## config.mk

```make
export PLATFORM = sky130hd
export DESIGN_NAME = wb_commit_regfile
export DESIGN_NICKNAME = d
export VERILOG_FILES = /design/src/rtl/wb_commit_regfile.sv
export SDC_FILE = /design/constraint.sdc
export NUM_CORES = 2
export LEC_CHECK = 0
export ABC_CLOCK_PERIOD_IN_PS = 6370
export BUFFER_PORTS_ARGS = -buffer_cell sky130_fd_sc_hd__buf_2
export CAP_MARGIN = 20
export CORE_MARGIN = 2
export CORE_UTILIZATION = 45
export CTS_BUF_LIST = sky130_fd_sc_hd__clkbuf_8
export CTS_CLUSTER_SIZE = 10
export DETAILED_ROUTE_END_ITERATION = 6
export PLACE_DENSITY = 0.65
export SLEW_MARGIN = 20
export SYNTH_ARGS = -nofsm -noshare
export SYNTH_HDL_FRONTEND = slang
export SYNTH_SLANG_ARGS = --single-unit
export TNS_END_PERCENT = 50
```

## constraint.sdc

```tcl
create_clock -name clk -period 6.37 [get_ports clk]
set_input_delay 0.637 -clock clk [delete_from_list [all_inputs] [get_ports clk]]
set_output_delay 0.637 -clock clk [all_outputs]
set_load 0.01 [all_outputs]
```

## src/rtl/wb_commit_regfile.sv

```systemverilog
// Write-back/commit stage: result select, load extension, 32x64 register file
// with same-cycle bypass, retire counter and the ebreak halt state machine.
module wb_commit_regfile #(
    parameter int XLEN      = 64,
    parameter int REG_NUM   = 32,
    parameter int CNT_WIDTH = 64
) (
    input  logic                 clk,
    input  logic                 rst_n,
    input  logic                 reg_wen_i,
    input  logic [4:0]           reg_waddr_i,
    input  logic [XLEN-1:0]      from_ex_alu_res_i,
    input  logic [XLEN-1:0]      from_mem_alu_res_i,
    input  logic [2:0]           rd_buf_flag_i,
    input  logic [3:0]           expand_signed_i,
    input  logic                 ebreak_flag_i,
    input  logic                 no_use_i,
    input  logic [XLEN-1:0]      pc_i,
    input  logic [4:0]           rs1_addr_i,
    input  logic [4:0]           rs2_addr_i,
    output logic [XLEN-1:0]      rs1_data_o,
    output logic [XLEN-1:0]      rs2_data_o,
    output logic                 commit_valid_o,
    output logic [XLEN-1:0]      commit_pc_o,
    output logic [CNT_WIDTH-1:0] retire_cnt_o,
    output logic                 halt_o,
    output logic [XLEN-1:0]      exit_code_o
);

    typedef enum logic {
        RUN,
        HALTED
    } state_t;

    state_t state_q, state_d;

    logic [XLEN-1:0]      regs_q [REG_NUM];
    logic [XLEN-1:0]      ld_ext;
    logic [XLEN-1:0]      wdata;
    logic [XLEN-1:0]      a0_byp;
    logic                 valid;
    logic                 wr_en;
    logic                 cv_q;
    logic [XLEN-1:0]      cpc_q;
    logic [CNT_WIDTH-1:0] cnt_q;
    logic [XLEN-1:0]      exit_q;

    localparam logic [4:0] A0 = 5'd10;

    assign valid = !no_use_i && (state_q == RUN);
    assign wr_en = valid && reg_wen_i && (reg_waddr_i != 5'd0);

    always_comb begin
        ld_ext = from_mem_alu_res_i;
        case (expand_signed_i)
            4'd1: ld_ext = {{(XLEN-8){from_mem_alu_res_i[7]}},
                            from_mem_alu_res_i[7:0]};
            4'd2: ld_ext = {{(XLEN-16){from_mem_alu_res_i[15]}},
                            from_mem_alu_res_i[15:0]};
            4'd3: ld_ext = {{(XLEN-32){from_mem_alu_res_i[31]}},
                            from_mem_alu_res_i[31:0]};
            4'd4: ld_ext = {{(XLEN-8){1'b0}}, from_mem_alu_res_i[7:0]};
            4'd5: ld_ext = {{(XLEN-16){1'b0}}, from_mem_alu_res_i[15:0]};
            4'd6: ld_ext = {{(XLEN-32){1'b0}}, from_mem_alu_res_i[31:0]};
            default: ld_ext = from_mem_alu_res_i;
        endcase
        wdata = (rd_buf_flag_i == 3'd0) ? from_ex_alu_res_i : ld_ext;
    end

    // x0 reads zero; a qualifying write in this cycle is forwarded
    assign rs1_data_o = (rs1_addr_i == 5'd0) ? '0 :
                        (wr_en && rs1_addr_i == reg_waddr_i) ? wdata :
                        regs_q[rs1_addr_i];
    assign rs2_data_o = (rs2_addr_i == 5'd0) ? '0 :
                        (wr_en && rs2_addr_i == reg_waddr_i) ? wdata :
                        regs_q[rs2_addr_i];
    assign a0_byp     = (wr_en && reg_waddr_i == A0) ? wdata : regs_q[A0];

    always_ff @(posedge clk or negedge rst_n) begin
        if (!rst_n) begin
            for (int i = 0; i < REG_NUM; i++) begin
                regs_q[i] <= '0;
            end
        end else if (wr_en) begin
            regs_q[reg_waddr_i] <= wdata;
        end
    end

    always_comb begin
        state_d = state_q;
        case (state_q)
            RUN:     if (valid && ebreak_flag_i) state_d = HALTED;
            HALTED:  state_d = HALTED;
            default: state_d = RUN;
        endcase
    end

    always_ff @(posedge clk or negedge rst_n) begin
        if (!rst_n) begin
            state_q <= RUN;
            cv_q    <= 1'b0;
            cpc_q   <= '0;
            cnt_q   <= '0;
            exit_q  <= '0;
        end else begin
            state_q <= state_d;
            cv_q    <= valid;
            if (valid) begin
                cpc_q <= pc_i;
                cnt_q <= cnt_q + CNT_WIDTH'(1);
            end
            if (valid && ebreak_flag_i) begin
                exit_q <= a0_byp;
            end
        end
    end

    assign commit_valid_o = cv_q;
    assign commit_pc_o    = cpc_q;
    assign retire_cnt_o   = cnt_q;
    assign halt_o         = (state_q == HALTED);
    assign exit_code_o    = exit_q;

endmodule

```

## Yosys cells after proc, flatten, opt, wreduce, memory -nomap -nowiden

Index checks and enable logic that the tools add are counted.
W data, S select, Z words.

| word-level totals | value |
|---|---|
| register bits after elaboration | 2242 |
| input port bits | 219 |
| output and inout bits | 322 |

| cells by class | value |
|---|---|
| $add $sub $neg | 1 |
| order comparisons | 4 |
| equality and inequality tests | 9 |
| muxes and demuxes | 18 |
| bitwise logic cells | 4 |
| reductions and logical operators | 13 |

Operators with widths:

| cell | count |
|---|---|
| $bwmux W2048 | 1 |
| $mux W64 | 11 |
| $bmux W64 S5 | 2 |
| $pmux W64 S6 | 1 |
| $demux W64 S5 | 1 |
| $add A64 B1 Y64 const B | 1 |
| $ge A6 B6 Y1 const B | 3 |
| $not A5 Y6 | 3 |
| $eq A4 B3 Y1 const B | 3 |
| $eq A5 B5 Y1 | 2 |
| $logic_not A5 Y1 | 2 |
| $eq A4 B2 Y1 const B | 2 |
| $logic_and A1 B1 Y1 | 8 |
| $lt A6 B1 Y1 const B | 1 |
| $eq A5 B4 Y1 const B | 1 |
| $reduce_bool A5 Y1 | 1 |
| $eq A4 B1 Y1 const B | 1 |
| $logic_not A3 Y1 | 1 |
| $pmux W1 S2 | 1 |
| $logic_not A1 Y1 | 1 |
| $mux W1 | 1 |
| $not A1 Y1 | 1 |

## Logic depth before layout (Yosys ltp)

| logic depth | value |
|---|---|
| word-level depth | 7 |
| gate-level depth with buffers | 10 |

## Least setup slack after synthesis

No wires, ideal clock.

| timing path | value |
|---|---|
| path type | input to output |
| start | in reg_waddr_i[3] |
| end | out rs1_data_o[2] |
| data arrival time | 2.650 ns |
| setup slack | 3.083 ns |
| stages | 8 |
| path buffers | 3 |
| path through | clkbuf_1 > xor2_1 > nor4_2 > and2_1 > clkbuf_1 > buf_2 > nor2_1 > a2111oi_0 |

| between the ends | value |
|---|---|
| word-level cells in the longest chain between the ends | 5 |

Ends and longest elaborated chain:

| what | line | text |
|---|---|---|
| from (decl) | 11 | `input logic [4:0] reg_waddr_i,` |
| $reduce_bool A5 Y1 | 51 | `assign wr_en = valid && reg_wen_i && (reg_waddr_i != 5'd0);` |
| $logic_and A1 B1 Y1 | 51 |  |
| $logic_and A1 B1 Y1 (*) | 72 | `(wr_en && rs1_addr_i == reg_waddr_i) ? wdata :` |
| $mux W64 (*) | 72 |  |
| $mux W64 (*) | 71 | `assign rs1_data_o = (rs1_addr_i == 5'd0) ? '0 :` |
| to (decl) | 21 | `output logic [XLEN-1:0] rs1_data_o,` |

Every way passes the cells marked *; elsewhere a longest branch is shown, timed or not.

## Worst setup path after layout

| timing path | value |
|---|---|
| start | reg state_q (netlist: halt_o) |
| end | out rs1_data_o[3] |

| between the ends | value |
|---|---|
| word-level cells in the longest chain between the ends | 7 |

Ends and longest elaborated chain:

| what | line | text |
|---|---|---|
| from (decl) | 35 | `state_t state_q, state_d;` |
| from (signal assigned) | 106 | `state_q <= state_d;` |
| $not A1 Y1 | n/a |  |
| $logic_and A1 B1 Y1 | 50 | `assign valid = !no_use_i && (state_q == RUN);` |
| $logic_and A1 B1 Y1 (2 in a row) | 51 |  |
| $logic_and A1 B1 Y1 | 72 |  |
| $mux W64 | 72 |  |
| $mux W64 | 71 |  |

Every way passes these cells.

==> metrics list <==
* Number of clock sinks: 2,242
* Number of top-level pins: 541
* Transition time of the tightest slew-check pin: 1.31 ns
- Placement Setup Slack: 1.17 ns
- Once placement completed, the tool counted placed cells totaling 13,900.
* Adder-cell share of the synthesized area: 0.0109%
- The H-tree was split into 5 levels.
* Static leakage power: 56.8 nW
* DRC Markers: 0
- Mean instance size in the synthesized netlist: 10.6 µm²
- Worst Hold Path Cells: 3
- In this run, synthesis produced a sequential element count of 2,242.
- Combinational family with the most area after synthesis: multiplexers
- Share of synthesized area spent on multiplexers: 20.4%
- Final wirelength: 453 mm
- Die outline area: 260,000 µm²
- Synthesis produced a netlist whose cell count is 10,900.
* Worst slew margin: 12.3%
* Number of synthesis warnings: 0
- Total Routing Usage GR: 34.3%
- In this run the power density over the cells is 271 nW/µm².
- Starting density of the core: 45.3%
- Net count of the mapped netlist: 11,100
* Number of failing hold endpoints at the final stage: 0
- The first detailed-routing pass took 6 iterations.
- HP Start: from_mem_alu_res_i[1]
- Clock Skews: 0.0561 ns
- Cell internal power was estimated by the tool at 0.0245 W.
- The share of the Yosys chip area taken by registers is 48.8%.
* # rows: 185
* Clock latency at the later pin of the worst-skew pair: 1.09 ns
* Psw: 0.0104 W
* Setup violations, final: 0
- Relative to the synthesized area, the layout overhead comes to 12.1%.
* Post-synth EDFFs: 0
- Number of nets at the end of the flow: 11,200
* Overflow left after global routing: 0
- Summing the areas of all compound-gate instances in the mapped netlist gives 15.4% of the synthesized area.
- CTS placed an instance of clkbuf_8 at the clock tree root.
* Primary FF master, synth: dfrtp_1
* Bufs on Longest Clock Path: 4
* Clock share of power: 38.8%
- TritonCTS built the clock tree.
* Slowest cell on crit path: nand2_4
- Of the total synthesized cell area, the portion taken by AND, OR, NAND and NOR gates is 10.4%.
* Logic depth of the worst path, buffers included: 8
- Final core utilization: 50.8%
- The finished layout holds 14,600 standard cells, fillers aside.
- Post-detailed-route via-to-cell ratio: 6.55
- Min cycle time layout: 5.45 ns
- CP Max Fanout: 32
- Portion of total power attributed to sequential cells: 46.3%
* Worst setup path startpoint: halt_o$_DFF_PN0_
- Setup repair after global routing left no endpoint under its margin.
- CP bufs+invs: 3
- Maximum Capacitance Violations: 0
- Setup slack of the critical path after layout: 0.919 ns
- Required time reported for the critical path endpoint: 5.73 ns
- Yosys mapped the design onto 79 distinct sky130hd cell types.
- After the first detailed-routing iteration, the DRC count stood at 12,800.
* Max-slew violation count: 0
- Worst reg2reg startpoint: halt_o$_DFF_PN0_
- Total negative slack for setup checks: 0 ns
- Core box area: 254,000 µm²
- Number of antenna violations at the first check in global routing: 36
- Max incr delay on CP: 0.62 ns
* Worst vdd ir: 0.202 mV
- Post-synthesis instance area: 115,000 µm²
- Die width: 510 µm
* Final RePlAce weighted congestion: 0.913
- Min-delay worst type: in -> reg
* Fraction of power consumed by combinational cells: 14.9%
* Vias in the first global route: 93,900
- Cell breakdown of the critical path: nor3b_4 -> o311a_1 -> nand2_4 -> buf_4 -> and4b_1 -> a211oi_1 -> buf_4 -> buf_2
- STA classifies the critical path startpoint as a register.
- Data on the critical path arrives at its endpoint at 4.81 ns.
- Global-route wire length before repair: 651 mm
* Maximum number of pins on one net before global-route repair: 189
- Port buffering added 540 buffers.
* Post-CTS resize count: 0
- Residual antenna-violating net count after detailed routing: 0
* Area share of xor/xnor cells in the synthesized design: 0.563%
- Highest clock rate: 183 MHz
- STA classifies the critical path endpoint as an output port.
- Crit path max-delay family: simple AND/OR/NAND/NOR gates
- Total CTS buffers: 386
* Chip height: 510 µm
* Detailed-route via count: 95,900
* Clock input transition at the sequential cells of the worst setup and hold paths: 0.07 ns
* Most used cell along the critical path: buf_4
- Measured in cells, the most critical reg-to-reg path has a length of 7.
- Fraction of final layout cells sized beyond drive strength 1: 21.5%
- Share of the clock period used by the worst path: 85.6%
- Of all flip-flops after synthesis, the portion carrying an async set or reset was 100%.
* Switching power as a share of total power: 29.8%
- After detailed routing, the average wire length per cell comes to 31.0 µm.
- HPWL reported at the end of detailed placement: 275 mm
- The setup path with the least slack is of type reg -> out.
* Status: finished clean
==> path summary, 6_finish.rpt <==
kind                                                 end  slack (ns)
worst min-delay path             regs_q[449]$_DFFE_PN0P_        0.04
worst max-delay path                       rs1_data_o[3]        0.92
worst min register to register  regs_q[1990]$_DFFE_PN0P_        0.39
min in group asynchronous       regs_q[1217]$_DFFE_PN0P_        0.11
max in group asynchronous       regs_q[1626]$_DFFE_PN0P_        4.36
worst max register to register   regs_q[465]$_DFFE_PN0P_        2.29
==> repair_timing <==
| action | CTS | global route |
|---|---|---|
| endpoints found under the hold margin | 170 | 0 |
| setup endpoints to repair | 0 | 0 |
| hold buffers | 68 | 0 |
| buffers inserted | 0 | 0 |
==> cell usage after synthesis (all sizes together), types with 37 or more instances <==
library cell	n	area (µm²)
nand2	2258	8480
clkbuf	953	3580
nor3	75	430
dfrtp	2242	56100
a22oi	170	1280
o21ai	2105	10500
o22ai	42	263
a21oi	183	920
and3	38	238
nor2b	86	538
nor4	91	594
buf	249	1370
mux2	128	1440
xor2	40	350
a221o	47	470
a2111oi	39	342
a221oi	123	1080
a211oi	88	661
mux4	761	17100
nand3	38	190
nor2	192	721
mux2i	494	4940
o31ai	37	278
==> area by class of cell <==
cell class              count  area (µm²)
inverters                  18        73.8
multi-input cells        7420       54600
fillers                 22600      125000
flip-flops and latches   2242       56100
repair buffers            880        6100
diodes                     24        60.1
clock buffers             494        6800
well taps                3366        4210
clock inverters           190        1070
==> worst min-delay path, stage by stage <==
cell	delay [ns]
buf_2	0.10
mux2i_2	0.15
o21ai_0	0.18
==> per-layer routing <==
metal	vias to the layer above	wire (µm)	global-route usage, %
met1	48000	165000	43.7
met4	20	34600	22.3
met3	1687	55400	10.4
met5	-	145	0
met2	6517	198000	50.9
li1	39600	-	-
==> placed cells by master (no fill, tap or decap), drive strengths merged, types with 27 or more instances in the layout <==
master       count
xnor2           34
inv            155
a31o            33
a2111oi         39
nor3            75
a31oi           34
buf            811
dfrtp         2242
nor2b           86
nand2         2258
a21oi          183
dlygate4sd3     68
clkinv          46
o22ai           42
mux2i          494
xor2            40
a211oi          88
mux2           128
clkbuf         495
nand3           38
o21ai         2105
and3            38
mux4           761
a211o           27
a221oi         123
nor4            91
nand2b          29
a221o           47
a22oi          170
o31ai           37
nor2           192
a32o            32
==> sequential cells by signal, indices dropped and copies added, names as in the netlist <==
register / flops
commit_pc_o: 64
commit_valid_o: 1
exit_code_o: 64
halt_o: 1
regs_q: 2048
retire_cnt_o: 64
==> cells by family (layout without fill, tap and decap cells) <==
logic type	count (synthesis)	in the layout
AO/OA/AOI/OAI	3065	3065
XOR/XNOR	74	74
adder cells (fa/ha/maj)	1	1
buffers and inverters	1220	1582
flip-flops	2242	2242
multiplexers	1383	1383
other	0	24
AND/OR/NAND/NOR	2897	2897
==> power groups by stage <==
stage,Clock (W),Combinational [W],Sequential [W]
global placement,0,0.00497,0.0163
global route,0.0143,0.00554,0.0162
detailed placement,0,0.00507,0.0164
CTS,0.0136,0.00512,0.0161
floorplan,0,0.00282,0.0162
finish,0.0136,0.00521,0.0162
==> through the flow <==
stage	instance area, µm²	power [W]	hold WS [ns]
2_1_floorplan	115000	0.0191	0.341
3_3_place_gp	120000	0.0212	0.375
3_5_place_dp	120000	0.0214	0.380
4_1_cts	129000	0.0348	0.0173
5_1_grt	129000	0.0361	0.0747
6_report	129000	0.0349	0.0425
(Power assumes the default switching activity.)
